## config.mk

```make
export PLATFORM = sky130hd
export DESIGN_NAME = led_breathe_pwm
export DESIGN_NICKNAME = d
export VERILOG_FILES = /design/src/rtl/led_breathe_pwm.sv
export SDC_FILE = /design/constraint.sdc
export NUM_CORES = 1
export LEC_CHECK = 0
export BUFFER_PORTS_ARGS = -buffer_cell sky130_fd_sc_hd__buf_2
export CAP_MARGIN = 15
export CORE_MARGIN = 10
export CORE_UTILIZATION = 60
export CTS_CLUSTER_SIZE = 16
export DETAILED_ROUTE_END_ITERATION = 8
export PLACE_DENSITY = 0.79
export SYNTH_ARGS = -nofsm -noshare
export SYNTH_HDL_FRONTEND = slang
export SYNTH_SLANG_ARGS = --single-unit
```

## constraint.sdc

```tcl
create_clock -name CLK -period 2.2 [get_ports CLK]
set_input_delay 0.11 -clock CLK [delete_from_list [all_inputs] [get_ports CLK]]
set_output_delay 0.11 -clock CLK [all_outputs]
set_load 0.05 [all_outputs]
```

## src/rtl/led_breathe_pwm.sv

```systemverilog
// led_breathe_pwm: breathing LED driver. An 8-bit brightness level ramps
// 0 -> 255 -> 0 continuously and is rendered on LED7 by a 256-clock PWM.
// LED6..LED0 are held off.
// Optional build macro: LED_BREATHE_GAMMA_EN. When defined, the PWM duty is the
// squared level (upper byte of level*level); when undefined, the duty is the
// linear level and no multiplier exists.
module led_breathe_pwm #(
    parameter int unsigned STEP_DIV = 23438
) (
    input  logic       CLK,
    input  logic       RST,
    input  logic       EN,
    output logic       LED7,
    output logic       LED6,
    output logic       LED5,
    output logic       LED4,
    output logic       LED3,
    output logic       LED2,
    output logic       LED1,
    output logic       LED0,
    output logic [7:0] LEVEL
);

    localparam logic [0:0]  ST_UP      = 1'b0;
    localparam logic [0:0]  ST_DOWN    = 1'b1;
    localparam logic [23:0] PRESC_LAST = 24'(STEP_DIV - 32'd1);

    logic [7:0]  pwm_cnt_r;
    logic [23:0] presc_r;
    logic [7:0]  level_r;
    logic [0:0]  state_r;
    logic [7:0]  duty_r;
    logic        led7_r;

    logic        step_s;
    logic        latch_s;
    logic [7:0]  level_nxt_s;
    logic [0:0]  state_nxt_s;
    logic [7:0]  duty_src_s;

`ifdef LED_BREATHE_GAMMA_EN
    // Perceptual brightness: upper byte of the 16-bit square of the level.
    function automatic logic [7:0] gamma_f(input logic [7:0] lin);
        logic [15:0] sq;
        sq = {8'd0, lin} * {8'd0, lin};
        return sq[15:8];
    endfunction
`endif

    // Brightness-step strobe and end-of-PWM-period duty latch strobe.
    always_comb begin
        step_s  = 1'b0;
        latch_s = 1'b0;
        if (EN) begin
            step_s  = (presc_r == PRESC_LAST);
            latch_s = (pwm_cnt_r == 8'd255);
        end else begin
            step_s  = 1'b0;
            latch_s = 1'b0;
        end
    end

    // Ramp next-state: each endpoint is held for exactly one step.
    always_comb begin
        level_nxt_s = level_r;
        state_nxt_s = state_r;
        if (step_s) begin
            case (state_r)
                ST_UP: begin
                    if (level_r == 8'd255) begin
                        level_nxt_s = 8'd254;
                        state_nxt_s = ST_DOWN;
                    end else begin
                        level_nxt_s = level_r + 8'd1;
                    end
                end
                ST_DOWN: begin
                    if (level_r == 8'd0) begin
                        level_nxt_s = 8'd1;
                        state_nxt_s = ST_UP;
                    end else begin
                        level_nxt_s = level_r - 8'd1;
                    end
                end
                default: begin
                    level_nxt_s = 8'd0;
                    state_nxt_s = ST_UP;
                end
            endcase
        end else begin
            level_nxt_s = level_r;
            state_nxt_s = state_r;
        end
    end

    // Duty source: linear level or its gamma-corrected value.
    always_comb begin
        duty_src_s = level_r;
`ifdef LED_BREATHE_GAMMA_EN
        duty_src_s = gamma_f(level_r);
`else
        duty_src_s = level_r;
`endif
    end

    // Free-running PWM counter, advances only while enabled.
    always_ff @(posedge CLK or posedge RST) begin
        if (RST) begin
            pwm_cnt_r <= 8'd0;
        end else if (EN) begin
            pwm_cnt_r <= pwm_cnt_r + 8'd1;
        end else begin
            pwm_cnt_r <= pwm_cnt_r;
        end
    end

    // Step prescaler counting 0..STEP_DIV-1 while enabled.
    always_ff @(posedge CLK or posedge RST) begin
        if (RST) begin
            presc_r <= 24'd0;
        end else if (step_s) begin
            presc_r <= 24'd0;
        end else if (EN) begin
            presc_r <= presc_r + 24'd1;
        end else begin
            presc_r <= presc_r;
        end
    end

    // Ramp level and direction registers.
    always_ff @(posedge CLK or posedge RST) begin
        if (RST) begin
            level_r <= 8'd0;
            state_r <= ST_UP;
        end else begin
            level_r <= level_nxt_s;
            state_r <= state_nxt_s;
        end
    end

    // Duty latch on the last cycle of a PWM period; samples the pre-step level.
    always_ff @(posedge CLK or posedge RST) begin
        if (RST) begin
            duty_r <= 8'd0;
        end else if (latch_s) begin
            duty_r <= duty_src_s;
        end else begin
            duty_r <= duty_r;
        end
    end

    // Registered PWM compare; dark whenever disabled.
    always_ff @(posedge CLK or posedge RST) begin
        if (RST) begin
            led7_r <= 1'b0;
        end else begin
            led7_r <= EN & (pwm_cnt_r < duty_r);
        end
    end

    assign LED7  = led7_r;
    assign LED6  = 1'b0;
    assign LED5  = 1'b0;
    assign LED4  = 1'b0;
    assign LED3  = 1'b0;
    assign LED2  = 1'b0;
    assign LED1  = 1'b0;
    assign LED0  = 1'b0;
    assign LEVEL = level_r;

endmodule

```

==> qor.yml <==
status: "finished, final reports clean"
crit_path_max_fanout: 8
synth.distinct_cells: 44
synth_edf_count: 0
maxSlewViolCount: 0
pwr-share-seq_pct: 55.1
via_per_inst: 5.81
wirelength_um: 5560
synth_commonest_cells: "dfrtp_1 (50), nand2_1 (30), nor2_1 (24)"
ys_seq_area_share_pct: 45.2
grt_pass1_wl_um: 9810
postCtsSetupBuffers: 0
worstSetupStartpointType: "flip-flop"
tightestPinTransition_ns: 0.543
cp.required_ns: 2.38
pre_cts_ws_ns: 0.0832
synthArstFlopShare_pct: 100
ioPinCount: 19
ff2ff_path_depth: 7
htree_levels: 2
cts_root_buf: "clkbuf_8"
num_vias: 2128
fin_util_pct: 69.2
clk_path_buf_depth: 2
peakVddDrop_mv: 0.358
power_frac_clock_pct: 29.8
synth_top_area_share_pct: 45.2
synthTopCellsByArea: "dfrtp_1 (45%), ha_1 (5.9%), xnor2_1 (5.1%), xor2_1 (4.1%), nand2_1 (4.1%)"
syn_inst: 292
wl_per_cell_um: 15.2
die_h_um: 87.9
power.density_nw_per_um2: 698
fp.dieW_um: 87.9
p_leak_uw: 0.00145
multi_input_area_um2: 1390
avgSynthCellArea_um2: 9.49
die_area_um2: 7730
numCtsBuffers: 5
hold_class: "in2reg"
critPathSlowestCell: "or4_4"
fin_worst_skew_ns: 0.00634
cap_viol_max_count: 0
drc_errors: 0
start_util_pct: 62.8
critical_path_class: "reg2reg"
period_needed_ns: 2.08
fp-row-count: 24
max_stage_delay_ns: 0.54
synth_most_common_cell: "dfrtp_1"
place_inst: 356
drt_first_iter_violations: 130
clkSinkCount: 50
fp.coreArea_um2: 4410
ant_nets: 0
layout_setup_ws_ns: 0.120
antenna_found_initial: 0
combPwrFrac_pct: 15.1
grt_max_degree: 26
max_slew_margin_pct: 63.3
drive_gt1_share_pct: 14.3
timing.fmax_mhz: 481
layout.cells.non_filler: 366
synth_area_um2: 2770
grt_pass1_vias: 2127
hpwlAfterDp_um: 4050
drt_pass1_iterations: 4
tritoncts: "yes"
arrival_ns: 2.26
swShare_pct: 28.5
io_buffers: 11
rsz0062_at_grt: "false"
gp_congestion: 0.863
power_switching_uw: 608
ys.flop_type: "dfrtp_1"
grt_use_total_pct: 15.8
syn_to_final_growth_pct: 10.3
setup_violations: 0
cp_cell_sequence: "inv_1, ha_1, or3b_4, or4_4, buf_6, o21ai_0, o21ai_0"
crit_path_end_kind: "flip-flop"
clk_pin_slew_ns: 0.09
cp_common_cell: "o21ai_0"
regArea_um2: 1250
finalNetCount: 329
gr-total-overflow: 0
hold_viol: 0
power.total_uw: 2130
yosys_warnings: 0
ys_ff_latch: 50
hold-path-cell-count: 3
synth_top_area_cell: "dfrtp_1"
fin_tns_setup_ns: 0
p_int_uw: 1520
insertion_delay_ns: 0.31
min_period_over_period_pct: 94.6
nFillCells: 335
num_antenna_cells: 0
worst max-delay path, delay by kind of cell (launching register included):
kind / cells / cell delay (ns)
AND/OR/NAND/NOR: 2 / 0.92
flip-flops: 1 / 0.42
AO/OA/AOI/OAI: 2 / 0.25
buffers and inverters: 2 / 0.24
adder cells (fa/ha/maj): 1 / 0.13
cell type report:
class                           count  share of cell area (%)
Tap cell                           52                    2.13
Sequential cell                    50                    41.0
Clock buffer                        7                    2.50
Multi-Input combinational cell    214                    45.6
Timing Repair Buffer               28                    6.10
Inverter                           14                    1.72
Clock inverter                      1                   0.983
kinds of logic after synthesis:
| group | count (synthesis) | share of synthesized area, % |
|---|---|---|
| AO/OA/AOI/OAI | 44 | 10.0 |
| XOR/XNOR | 29 | 9.17 |
| adder cells (fa/ha/maj) | 13 | 5.87 |
| buffers and inverters | 34 | 6.01 |
| flip-flops | 50 | 45.2 |
| multiplexers | 4 | 1.54 |
| other | 1 | 0.135 |
| AND/OR/NAND/NOR | 117 | 22.1 |
state kept, by name (all words and copies together), names as in the netlist:
| signal | flops |
|---|---|
| presc_r | 24 |
| LEVEL | 8 |
| duty_r | 8 |
| pwm_cnt_r | 8 |
| LED7 | 1 |
| state_r | 1 |
stage by stage:
step / hold WS (ns) / area (µm²)
detailed placement: 0.181 / 2920
CTS: 0.245 / 3030
floorplan: 0.440 / 2790
finish: 0.250 / 3050
global placement: 0.168 / 2920
global route: 0.263 / 3050
per-layer routing:
layer | track usage (%) | share of wire, % | vias up
met5 | 0 | 0 | -
met4 | 6.23 | 1.7 | 0
met3 | 3.62 | 5.6 | 12
met2 | 24.6 | 46 | 56
met1 | 20.6 | 47 | 1025
li1 | - | - | 1035
cell usage in the layout, fill, tap and decap left out, types with 12 or more instances in the layout:
cell     synthesis  layout
nand2_1         30      30
inv_1           14      13
xor2_1          13      13
dfrtp_1         50      50
nand3_1         14      14
xnor2_1         16      16
buf_4            7      14
o21ai_0         21      19
ha_1            13      13
nor2_1          24      24
buf_2            3      12
timing repair:
action,CTS,global route
hold buffers,1,0
gates resized for setup,0,6
hold endpoints to repair,23,0
endpoints found under the setup margin,0,5
worst paths after layout:
kind	startpoint	end	slack [ns]
max in group asynchronous	RST	duty_r[3]	1.24
min in group asynchronous	RST	presc_r[19]	0.37
hold reg to reg	presc_r[19]	presc_r[19]	0.50
hold / removal	EN	pwm_cnt_r[0]	0.25
setup reg to reg	presc_r[1]	LEVEL[3]	0.12
setup / recovery	presc_r[1]	LEVEL[3]	0.12
power groups by stage:
stage / clock network, µW / logic (µW) / registers, µW
after floorplan: 0 / 269 / 1160
after global placement: 0 / 299 / 1180
after detailed placement: 0 / 317 / 1190
after CTS: 645 / 321 / 1170
after global routing: 675 / 371 / 1190
final: 634 / 323 / 1180
No activity file was read; power rests on OpenSTA's default activity.
